==> src/rtl/uart_rx_ctrl_if.sv <==
// Bundle between the UART receiver, uart_rx_ctrl and the CPU-side consumer.
// rx_timeout exists only when UART_RX_CTRL_TIMEOUT_EN is defined.
interface uart_rx_ctrl_if #(
  parameter int DataBits     = 8,
  parameter int FifoDepth    = 16,
  parameter int ErrCountBits = 8
);
  localparam int LevelBits = $clog2(FifoDepth) + 1;

  logic [DataBits-1:0]     rx_data;
  logic                    rx_valid;
  logic                    rx_break;
  logic                    rx_error;
  logic [DataBits-1:0]     m_data;
  logic                    m_valid;
  logic                    m_ready;
  logic [LevelBits-1:0]    fifo_level;
  logic                    overrun;
  logic                    break_active;
  logic [ErrCountBits-1:0] err_count;
  logic                    clear;
  logic                    flush;
`ifdef UART_RX_CTRL_TIMEOUT_EN
  logic                    rx_timeout;
`endif

  // Receiver and consumer side.
  modport master (
`ifdef UART_RX_CTRL_TIMEOUT_EN
    input  rx_timeout,
`endif
    output rx_data, rx_valid, rx_break, rx_error, m_ready, clear, flush,
    input  m_data, m_valid, fifo_level, overrun, break_active, err_count
  );

  // The controller itself.
  modport slave (
`ifdef UART_RX_CTRL_TIMEOUT_EN
    output rx_timeout,
`endif
    input  rx_data, rx_valid, rx_break, rx_error, m_ready, clear, flush,
    output m_data, m_valid, fifo_level, overrun, break_active, err_count
  );
endinterface

==> src/rtl/uart_rx_ctrl.sv <==
// UART receive controller: byte FIFO, overrun/break/error status, show-ahead stream.
// Optional stall timeout enabled by defining UART_RX_CTRL_TIMEOUT_EN.
module uart_rx_ctrl #(
  parameter int DataBits     = 8,
  parameter int FifoDepth    = 16,
  parameter int ErrCountBits = 8
`ifdef UART_RX_CTRL_TIMEOUT_EN
  , parameter int TimeoutCycles = 1024
`endif
) (
  input logic           clk,
  input logic           rst,
  uart_rx_ctrl_if.slave bus
);
  localparam int PtrBits   = $clog2(FifoDepth);
  localparam int LevelBits = PtrBits + 1;

  typedef enum logic {
    ST_RUN,
    ST_BREAK_HOLD
  } state_e;

  state_e                  state_q, state_d;
  logic [DataBits-1:0]     mem_q [FifoDepth];
  logic [PtrBits-1:0]      wr_ptr_q, wr_ptr_d, rd_ptr_q, rd_ptr_d;
  logic [LevelBits-1:0]    level_q, level_d;
  logic                    overrun_q, overrun_d;
  logic [ErrCountBits-1:0] err_cnt_q, err_cnt_d;
  logic                    empty, full, pop, push, drop, err_evt;

  assign empty = (level_q == '0);
  assign full  = (level_q == LevelBits'(FifoDepth));
  assign pop   = !empty && bus.m_ready;

  // NOTE: sequential state uses non-blocking assignments so every flop samples pre-edge values.
  always_ff @(posedge clk or posedge rst) begin
    if (rst) state_q <= ST_RUN;
    else     state_q <= state_d;
  end

  // NOTE: every signal assigned in a combinational block gets a default first, so no latch is inferred.
  always_comb begin
    state_d = state_q;
    case (state_q)
      ST_RUN:        if (bus.rx_break) state_d = ST_BREAK_HOLD;
      ST_BREAK_HOLD: if (bus.rx_valid) state_d = ST_RUN;
      default:       state_d = ST_RUN;
    endcase
  end

  always_comb begin
    bus.break_active = (state_q == ST_BREAK_HOLD);
    err_evt          = (state_q == ST_RUN) && bus.rx_error;
  end

  // The byte that ends a break is pushed under the ordinary rules.
  always_comb begin
    push     = 1'b0;
    drop     = 1'b0;
    wr_ptr_d = wr_ptr_q;
    rd_ptr_d = rd_ptr_q;
    level_d  = level_q;
    if (bus.flush) begin
      wr_ptr_d = '0;
      rd_ptr_d = '0;
      level_d  = '0;
    end else begin
      push = bus.rx_valid && (!full || pop);
      drop = bus.rx_valid && full && !pop;
      if (push) wr_ptr_d = wr_ptr_q + 1'b1;
      if (pop)  rd_ptr_d = rd_ptr_q + 1'b1;
      if (push && !pop)      level_d = level_q + 1'b1;
      else if (pop && !push) level_d = level_q - 1'b1;
    end
  end

  // A same-cycle event overrides clear, so clear+error leaves a count of one.
  always_comb begin
    overrun_d = overrun_q;
    err_cnt_d = err_cnt_q;
    if (bus.clear) begin
      overrun_d = 1'b0;
      err_cnt_d = '0;
    end
    if (drop) overrun_d = 1'b1;
    if (err_evt && (err_cnt_d != '1)) err_cnt_d = err_cnt_d + 1'b1;
  end

  always_ff @(posedge clk or posedge rst) begin
    if (rst) begin
      wr_ptr_q  <= '0;
      rd_ptr_q  <= '0;
      level_q   <= '0;
      overrun_q <= 1'b0;
      err_cnt_q <= '0;
    end else begin
      wr_ptr_q  <= wr_ptr_d;
      rd_ptr_q  <= rd_ptr_d;
      level_q   <= level_d;
      overrun_q <= overrun_d;
      err_cnt_q <= err_cnt_d;
    end
  end

  // NOTE: storage is not reset; the level counter guards it and m_data is masked while empty.
  always_ff @(posedge clk) begin
    if (push) mem_q[wr_ptr_q] <= bus.rx_data;
  end

  assign bus.m_valid    = !empty;
  assign bus.m_data     = empty ? '0 : mem_q[rd_ptr_q];
  assign bus.fifo_level = level_q;
  assign bus.overrun    = overrun_q;
  assign bus.err_count  = err_cnt_q;

`ifdef UART_RX_CTRL_TIMEOUT_EN
  localparam int ToBits = $clog2(TimeoutCycles + 1);

  logic [ToBits-1:0] to_cnt_q, to_cnt_d;
  logic              to_q, to_d;

  // Counts only while bytes sit unread; any FIFO activity restarts the window.
  always_comb begin
    to_cnt_d = to_cnt_q + 1'b1;
    to_d     = 1'b0;
    if (push || pop || bus.flush || empty) begin
      to_cnt_d = '0;
    end else if (to_cnt_q == ToBits'(TimeoutCycles - 1)) begin
      to_cnt_d = '0;
      to_d     = 1'b1;
    end
  end

  always_ff @(posedge clk or posedge rst) begin
    if (rst) begin
      to_cnt_q <= '0;
      to_q     <= 1'b0;
    end else begin
      to_cnt_q <= to_cnt_d;
      to_q     <= to_d;
    end
  end

  assign bus.rx_timeout = to_q;
`endif
endmodule
==> src/flat_wrapper.sv <==
// flat-port wrapper written by rule: the top's interface ports become plain ports
module uart_rx_ctrl_flat 
#(
  parameter int DataBits     = 8,
  parameter int FifoDepth    = 16,
  parameter int ErrCountBits = 8

)
  (clk, rst, bus_rx_data, bus_rx_valid, bus_rx_break, bus_rx_error, bus_m_ready, bus_clear, bus_flush, bus_m_data, bus_m_valid, bus_fifo_level, bus_overrun, bus_break_active, bus_err_count);
  uart_rx_ctrl_if #(.DataBits(DataBits), .FifoDepth(FifoDepth), .ErrCountBits(ErrCountBits)) bus_i ();
  input logic clk;
  input logic rst;
  input wire logic [$bits(bus_i.rx_data)-1:0] bus_rx_data;
  input wire logic [$bits(bus_i.rx_valid)-1:0] bus_rx_valid;
  input wire logic [$bits(bus_i.rx_break)-1:0] bus_rx_break;
  input wire logic [$bits(bus_i.rx_error)-1:0] bus_rx_error;
  input wire logic [$bits(bus_i.m_ready)-1:0] bus_m_ready;
  input wire logic [$bits(bus_i.clear)-1:0] bus_clear;
  input wire logic [$bits(bus_i.flush)-1:0] bus_flush;
  output wire logic [$bits(bus_i.m_data)-1:0] bus_m_data;
  output wire logic [$bits(bus_i.m_valid)-1:0] bus_m_valid;
  output wire logic [$bits(bus_i.fifo_level)-1:0] bus_fifo_level;
  output wire logic [$bits(bus_i.overrun)-1:0] bus_overrun;
  output wire logic [$bits(bus_i.break_active)-1:0] bus_break_active;
  output wire logic [$bits(bus_i.err_count)-1:0] bus_err_count;
  assign bus_i.rx_data = bus_rx_data;
  assign bus_i.rx_valid = bus_rx_valid;
  assign bus_i.rx_break = bus_rx_break;
  assign bus_i.rx_error = bus_rx_error;
  assign bus_i.m_ready = bus_m_ready;
  assign bus_i.clear = bus_clear;
  assign bus_i.flush = bus_flush;
  assign bus_m_data = bus_i.m_data;
  assign bus_m_valid = bus_i.m_valid;
  assign bus_fifo_level = bus_i.fifo_level;
  assign bus_overrun = bus_i.overrun;
  assign bus_break_active = bus_i.break_active;
  assign bus_err_count = bus_i.err_count;
  uart_rx_ctrl #(.DataBits(DataBits), .FifoDepth(FifoDepth), .ErrCountBits(ErrCountBits)) u_core (.clk(clk), .rst(rst), .bus(bus_i));
endmodule
==> config.mk <==
export PLATFORM = sky130hd
export DESIGN_NAME = uart_rx_ctrl_flat
export DESIGN_NICKNAME = d
export VERILOG_FILES = /design/src/rtl/uart_rx_ctrl_if.sv /design/src/rtl/uart_rx_ctrl.sv /design/src/flat_wrapper.sv
export SDC_FILE = /design/constraint.sdc
export NUM_CORES = 1
export LEC_CHECK = 0
export CAP_MARGIN = 5
export CORE_ASPECT_RATIO = 0.9
export CORE_MARGIN = 4
export CORE_UTILIZATION = 25
export CTS_CLUSTER_DIAMETER = 80
export CTS_CLUSTER_SIZE = 14
export DETAILED_ROUTE_END_ITERATION = 7
export GPL_ROUTABILITY_DRIVEN = 0
export PLACE_DENSITY_LB_ADDON = 0.12
export SLEW_MARGIN = 20
export SYNTH_ARGS = -nofsm -noshare
export SYNTH_HDL_FRONTEND = slang
export SYNTH_SLANG_ARGS = --single-unit
==> constraint.sdc <==
create_clock -name clk -period 3.55 [get_ports clk]
set_input_delay 0.71 -clock clk [delete_from_list [all_inputs] [get_ports clk]]
set_output_delay 0.71 -clock clk [all_outputs]
set_load 0.05 [all_outputs]
==> results of run 1 <==
worst max-delay path, cell delays in order (launching register included):
cell and delay (ns):
dfrtp_4 0.65, mux4_1 0.64, nor2b_1 0.15, a211oi_1 0.30, a211oi_1 0.12, buf_4 0.25
metal layers:
layer	wire [um]	GRT usage [%]	part of all wire [%]	up-vias
met5	0	0	0	-
met4	179	2.95	1.2	0
met3	355	2.81	2.4	14
met2	7000	16.6	48	36
met1	6950	14.5	48	1781
li1	-	-	-	1610
power by group:
part	internal [W]	leakage, nW	switching [W]
logic	0.000741	0.905	0.000947
clock network	0.00107	0.294	0.000771
registers	0.00198	1.46	0.000126
repair_timing:
| item | in CTS | in global routing |
|---|---|---|
| resized for setup | 0 | 2 |
| endpoints found under the setup margin | 0 | 3 |
| hold endpoints to repair | 0 | 0 |
logic make-up (layout without fill, tap and decap cells):
kind of cell / after synthesis / count (layout) / share of synthesized area, %
AOI/OAI and AO/OA: 47 / 47 / 5.52
muxes: 46 / 46 / 13.6
xor gates and xnor gates: 10 / 10 / 1.35
and+or+nand+nor: 79 / 79 / 6.14
adders and majority gates: 11 / 11 / 2.23
buffers and inverters: 29 / 109 / 3.18
DFF: 151 / 151 / 68.0
cell usage after synthesis, drive strengths merged:
cell type	n
edfxtp	128
mux4	32
nor2	24
dfrtp	23
a211oi	16
buf	16
nor2b	15
mux2i	11
ha	10
inv	10
nand2	9
nand3	8
nor3	8
a21oi	7
o21ai	7
nand2b	5
o211ai	5
xnor2	5
xor2	5
and3	3
clkbuf	3
mux2	3
o311ai	2
o41ai	2
a211o	1
a31oi	1
fa	1
nand4	1
nand4b	1
nor3b	1
nor4	1
o211a	1
o21a	1
o21ba	1
o22a	1
o22ai	1
o32ai	1
or2	1
or3	1
or4	1
stage by stage:
step	total power (W)	setup slack, ns	hold slack (ns)
final	0.00564	0.293	0.504
after global routing	0.00591	0.155	0.523
after CTS	0.00574	0.0416	0.512
after detailed placement	0.00388	0.421	0.502
after global placement	0.00387	0.472	0.489
after floorplan	0.00327	0.510	0.556
layout make-up:
| type | count | area [um^2] |
|---|---|---|
| clock inverter | 15 | 180 |
| clock buffer | 17 | 425 |
| timing repair buffer | 67 | 668 |
| multi-input combinational | 193 | 1870 |
| fill | 2426 | 17400 |
| tap | 342 | 428 |
| sequential | 151 | 4430 |
| inverter | 10 | 37.5 |
final timing paths:
| kind | to | start | slack (ns) | depth (start not counted) |
|---|---|---|---|---|
| max in group asynchronous | u_core.rd_ptr_q[1] | rst | 2.47 | 2 |
| min in group asynchronous | u_core.bus.err_count[3] | rst | 0.66 | 2 |
| worst max-delay path | bus_m_data[0] | u_core.rd_ptr_q[1] | 0.29 | 5 |
| worst min register to register | u_core.bus.break_active | u_core.bus.break_active | 0.50 | 1 |
| worst max register to register | u_core.bus.fifo_level[4] | u_core.bus.fifo_level[0] | 0.74 | 8 |
| worst min-delay path | u_core.bus.break_active | u_core.bus.break_active | 0.50 | 1 |
sequential cells by signal (all words and copies together) (netlist names):
register and cells:
u_core.bus.break_active 1, u_core.wr_ptr_q 4, u_core.bus.err_count 8, u_core.mem_q 128, u_core.bus.overrun 1, u_core.rd_ptr_q 4, u_core.bus.fifo_level 5
==> impl_results.md, run 1 <==
* Crit path arrival time at 2.55 ns
* Worst min-delay path class: reg -> reg
* Max clock buf depth at 2
* Tmin final at 3.26 ns
* Nets at 467
* H-tree levels at 4
* Setup crit start kind: register
* Initial antenna violation count at 0
* Via density at 4.33
* Root Driver: clkbuf_16
* CP Capture Type: output pin
* Most frequent cells in the layout: edfxtp_1, clkdlybuf4s50_1, buf_4, mux4_2, nor2_1
* Area of the die at 0.0286 mm^2
* Diodes inserted at 0
* Core area at 0.0254 mm^2
* Finish-stage setup viols at 0
* Hold-fix buffers at CTS at 0
* Placed Cells at 763
* Leakage power at 2.66 nW
* Clock slew at reported path FFs at 0.06 ns
* Initial DRC Count at 233
* Initial cell density of the core at 25.6%
* IO Count at 40
* RSZ-0062 raised after global routing: no
* Avg WL per Cell at 18.2 um
* Remaining Overflow, GRT at 0
* Via count of the routed design at 3,441
* PortBufs at 39
* First-pass GRT wire length at 22,700 um
* Total clock sinks at 151
* Status: completed
* Mapped Nets at 400
* Worst slew margin at 45.1%
* Placed Area at 0.00743 mm^2
* Skew final at 0.00699 ns
* Post-Route Setup TNS at 0 ns
* Yosys warns at 0
* Num rows at 55
* Syn Area/Cell at 17.4 um^2
* Post-CTS setup buffers at 0
* Dpl hpwl at 9950 um
* Pwr dens at 701 mW/mm^2
* TritonCTS clock tree: built
* Area leader, netlist: edfxtp_1
* Synth Register Bits at 151
* Gate Count Post-Synth at 373
* Largest net degree at the start of global routing at 25
* Tightest Pin Transition at 0.823 ns
* Final Cycle Share at 91.7%
* Sequential-to-total area share from yosys stat at 68.0%
* Max-Cap Viols at 0
* Slew Limit Fails at 0
* ANT nets after route at 0
* F_max at 307 MHz
* Area contributors post-synth: edfxtp_1, mux4_2, dfrtp_1
* Final hold viol count at 0
* Pre-antenna DRT Iters at 4
* Syn Std Cell Area at 0.00650 mm^2
* Setup CP Type: reg -> out
* Die span in y at 161 um
* Design area at 0.00804 mm^2
* Commonest non-fill, non-tap cell in the layout: edfxtp_1
* DRC violations left at 0
* Total track usage at 10.6%
* Yosys cell types at 48
* Critical Path RT at 2.84 ns
* Final core utilization at 31.7%
* Final std cells w/o fill at 795
* CP max FO at 18
* Share of cells above drive strength 1 at 24.1%
* CTS buffer count at 17
* Vias in the first global route at 3,701
* Worst-Skew Late Latency at 0.42 ns
* Final wirelength at 14,500 um
* Die width at 178 um
* Top cell type's share of synthesized area at 59.1%
* Syn-to-layout area delta at 23.7%
* Peak VDD IR at 0.300 mV
No activity file was read; power rests on OpenSTA's default activity.
==> run 2: changes to the inputs <==
Settings changed: CORE_ASPECT_RATIO 0.9 to 1.75, RECOVER_POWER from default to 100.
==> impl_results.md, run 2 (synthesis results as in run 1) <==
* Status: completed
* Die width at 130 um (-27%)
* Diodes inserted at 0 (unchanged)
* Num rows at 77 (+40%)
* Final std cells w/o fill at 773 (-2.8%)
* Max clock buf depth at 2 (unchanged)
* Critical Path RT at 2.84 ns (about the same)
* PortBufs at 39 (unchanged)
* Worst reg2reg setup slack at 0.70 ns (-0.04 ns)
* Cell with the biggest individual delay on the critical path: dfrtp_2
* Initial antenna violation count at 0 (unchanged)
* Hold-fix buffers at CTS at 0 (unchanged)
* Total track usage at 11.4% (+0.79 points)
* M1 WL at 5880 um (-15%)
* Max-Cap Viols at 0 (unchanged)
* Tmin final at 3.34 ns (+0.0804 ns)
* Final hold viol count at 0 (unchanged)
* Top layer in use: met4
* Vias in the first global route at 3,926 (+6.1%)
* Root Driver: clkbuf_16
* Core area at 0.0254 mm^2 (+0.16%)
* Worst reg2reg path startpoint: u_core.bus.fifo_level[0]
* Initial cell density of the core at 25.6% (-0.042 points)
* Most frequent cells in the layout: edfxtp_1, mux4_2, dlygate4sd3_1, clkbuf_1, nor2_1
* Worst path bufs/invs at 2 (+1)
* Worst slew margin at 30.4% (-15 points)
* Avg WL per Cell at 19.6 um (+7.4%)
* Crit path arrival time at 2.63 ns (+0.08 ns)
* Met3 routed WL at 477 um (+34%)
* Fillcell total at 2,569 (+5.9%)
* Hold path cells at 1 (unchanged)
* Wire length on met2 at 8490 um (+21%)
* Reg with most FFs: u_core.mem_q
* Largest net degree at the start of global routing at 24 (-4.0%)
* # resized after CTS at 0 (unchanged)
* Tightest Pin Transition at 1.03 ns (+0.210 ns)
* Final wirelength at 15,100 um (+4.5%)
* Crit Reg-Reg Endpoint: u_core.bus.fifo_level[4]
* Reg2reg path depth at 8 (unchanged)
* Peak VDD IR at 0.315 mV (+5.0%)
* Final core utilization at 31.0% (-0.64 points)
* Syn-to-layout area delta at 21.4%
* Pre-antenna DRT Iters at 4 (unchanged)
* Top cell family by delay on the critical path: flip-flops
* Pwr dens at 696 mW/mm^2 (-0.70%)
* Worst path most repeated cell: a211oi_1
* Worst min-delay path class: reg -> reg
* First-pass GRT wire length at 23,800 um (+4.9%)
* Hold path start: u_core.bus.break_active
* Worst-Skew Late Latency at 0.42 ns (about the same)
* Commonest non-fill, non-tap cell in the layout: edfxtp_1
* Post-CTS setup buffers at 0 (unchanged)
* Largest register FFs at 128 (unchanged)
* Share of cells above drive strength 1 at 17.1% (-7.0 points)
* Finish-stage setup viols at 0 (unchanged)
* IO Count at 40 (unchanged)
* Post-Place Worst Slack at 0.384 ns (-0.0376 ns)
* Nets at 471 (+0.86%)
* Via density at 4.50 (+3.9%)
* Min-Delay Endpoint: u_core.bus.break_active
* CP max FO at 10 (-8)
* CP Capture Type: output pin
* Initial DRC Count at 198 (-15%)
* DRC violations left at 0 (unchanged)
* CTS buffer count at 17 (unchanged)
* Setup CP Type: reg -> out
* Setup crit start kind: register
* Final WS setup at 0.213 ns (-0.0804 ns)
* Post-Route Setup TNS at 0 ns (unchanged)
* RSZ-0062 raised after global routing: no
* Clock slew at reported path FFs at 0.06 ns (about the same)
* Via count of the routed design at 3,476 (+1.0%)
* Skew final at 0.00474 ns (-0.00225 ns)
* H-tree levels at 4 (unchanged)
* Leakage power at 2.60 nW (-2.3%)
* Total clock sinks at 151 (unchanged)
* Final Cycle Share at 94.0% (+2.3 points)
* Slew Limit Fails at 0 (unchanged)
* CP peak stage delay at 0.59 ns (-0.06 ns)
* Dpl hpwl at 10,600 um (+6.3%)
* Critical-path cell list: buf_4 -> mux4_1 -> nor2b_1 -> a211oi_1 -> a211oi_1 -> buf_2
* Area of the die at 0.0287 mm^2 (+0.34%)
* F_max at 300 MHz (-2.4%)
* Remaining Overflow, GRT at 0 (unchanged)
* TritonCTS clock tree: built
* Placed Cells at 741 (-2.9%)
* ANT nets after route at 0 (unchanged)
* Die span in y at 221 um (+37%)
-- run 2: cell count changes in the layout (fill, tap and decap cells not counted), moves of 2 or more --
cell             before  now
inv_8                 5    0
o21ai_0               3    6
inv_6                 4    1
o21ai_4               2    0
buf_2                 0    2
clkinv_1              0    5
clkinvlp_4            2    4
buf_4                29    8
dlygate4sd3_1         0   27
clkbuf_1              0   24
clkdlybuf4s50_1      31    4
-- run 2: stage by stage --
step	hold slack, ns	total power (W)	cell area [um^2]
floorplan	0.556	0.00327	6500
global placement	0.503	0.00389	7440
detailed placement	0.500	0.00390	7440
CTS	0.509	0.00566	8000
global route	0.523	0.00577	7890
finish	0.492	0.00549	7890
-- run 2: how the worst max path moves through the flow --
stage	startpoint	end	slack [ns]	cells after the start
2_1_floorplan	u_core.rd_ptr_q[1]	bus_m_data[4]	0.51	6
6_report	u_core.rd_ptr_q[1]	bus_m_data[7]	0.21	6
3_5_place_dp	bus_m_ready	u_core.bus.fifo_level[4]	0.38	9
3_3_place_gp	bus_m_ready	u_core.bus.fifo_level[4]	0.46	9
5_1_grt	u_core.rd_ptr_q[1]	bus_m_data[0]	0.06	5
4_1_cts	u_core.rd_ptr_q[1]	bus_m_data[0]	0.13	5
-- run 2: per-layer routing --
| layer | global-route usage, % | vias up |
|---|---|---|
| met5 | 0 | - |
| met4 | 4.09 | 0 |
| met3 | 3.21 | 15 |
| met2 | 20.7 | 62 |
| met1 | 12.3 | 1773 |
| li1 | - | 1626 |
-- run 2: layout make-up --
class | count | area (um^2) | area share (%)
multi-input cells | 193 | 1850 | 23.4
clock inverters | 13 | 131 | 1.67
well taps | 316 | 395 | 5.01
flip-flops and latches | 151 | 4420 | 56.0
inverters | 10 | 37.5 | 0.476
repair buffers | 71 | 623 | 7.90
clock buffers | 19 | 433 | 5.49
-- run 2: power by group --
part           switching, W  internal [W]
combinational      0.000965      0.000714
clock              0.000709       0.00103
sequential        0.0000945       0.00198
total               0.00177       0.00372
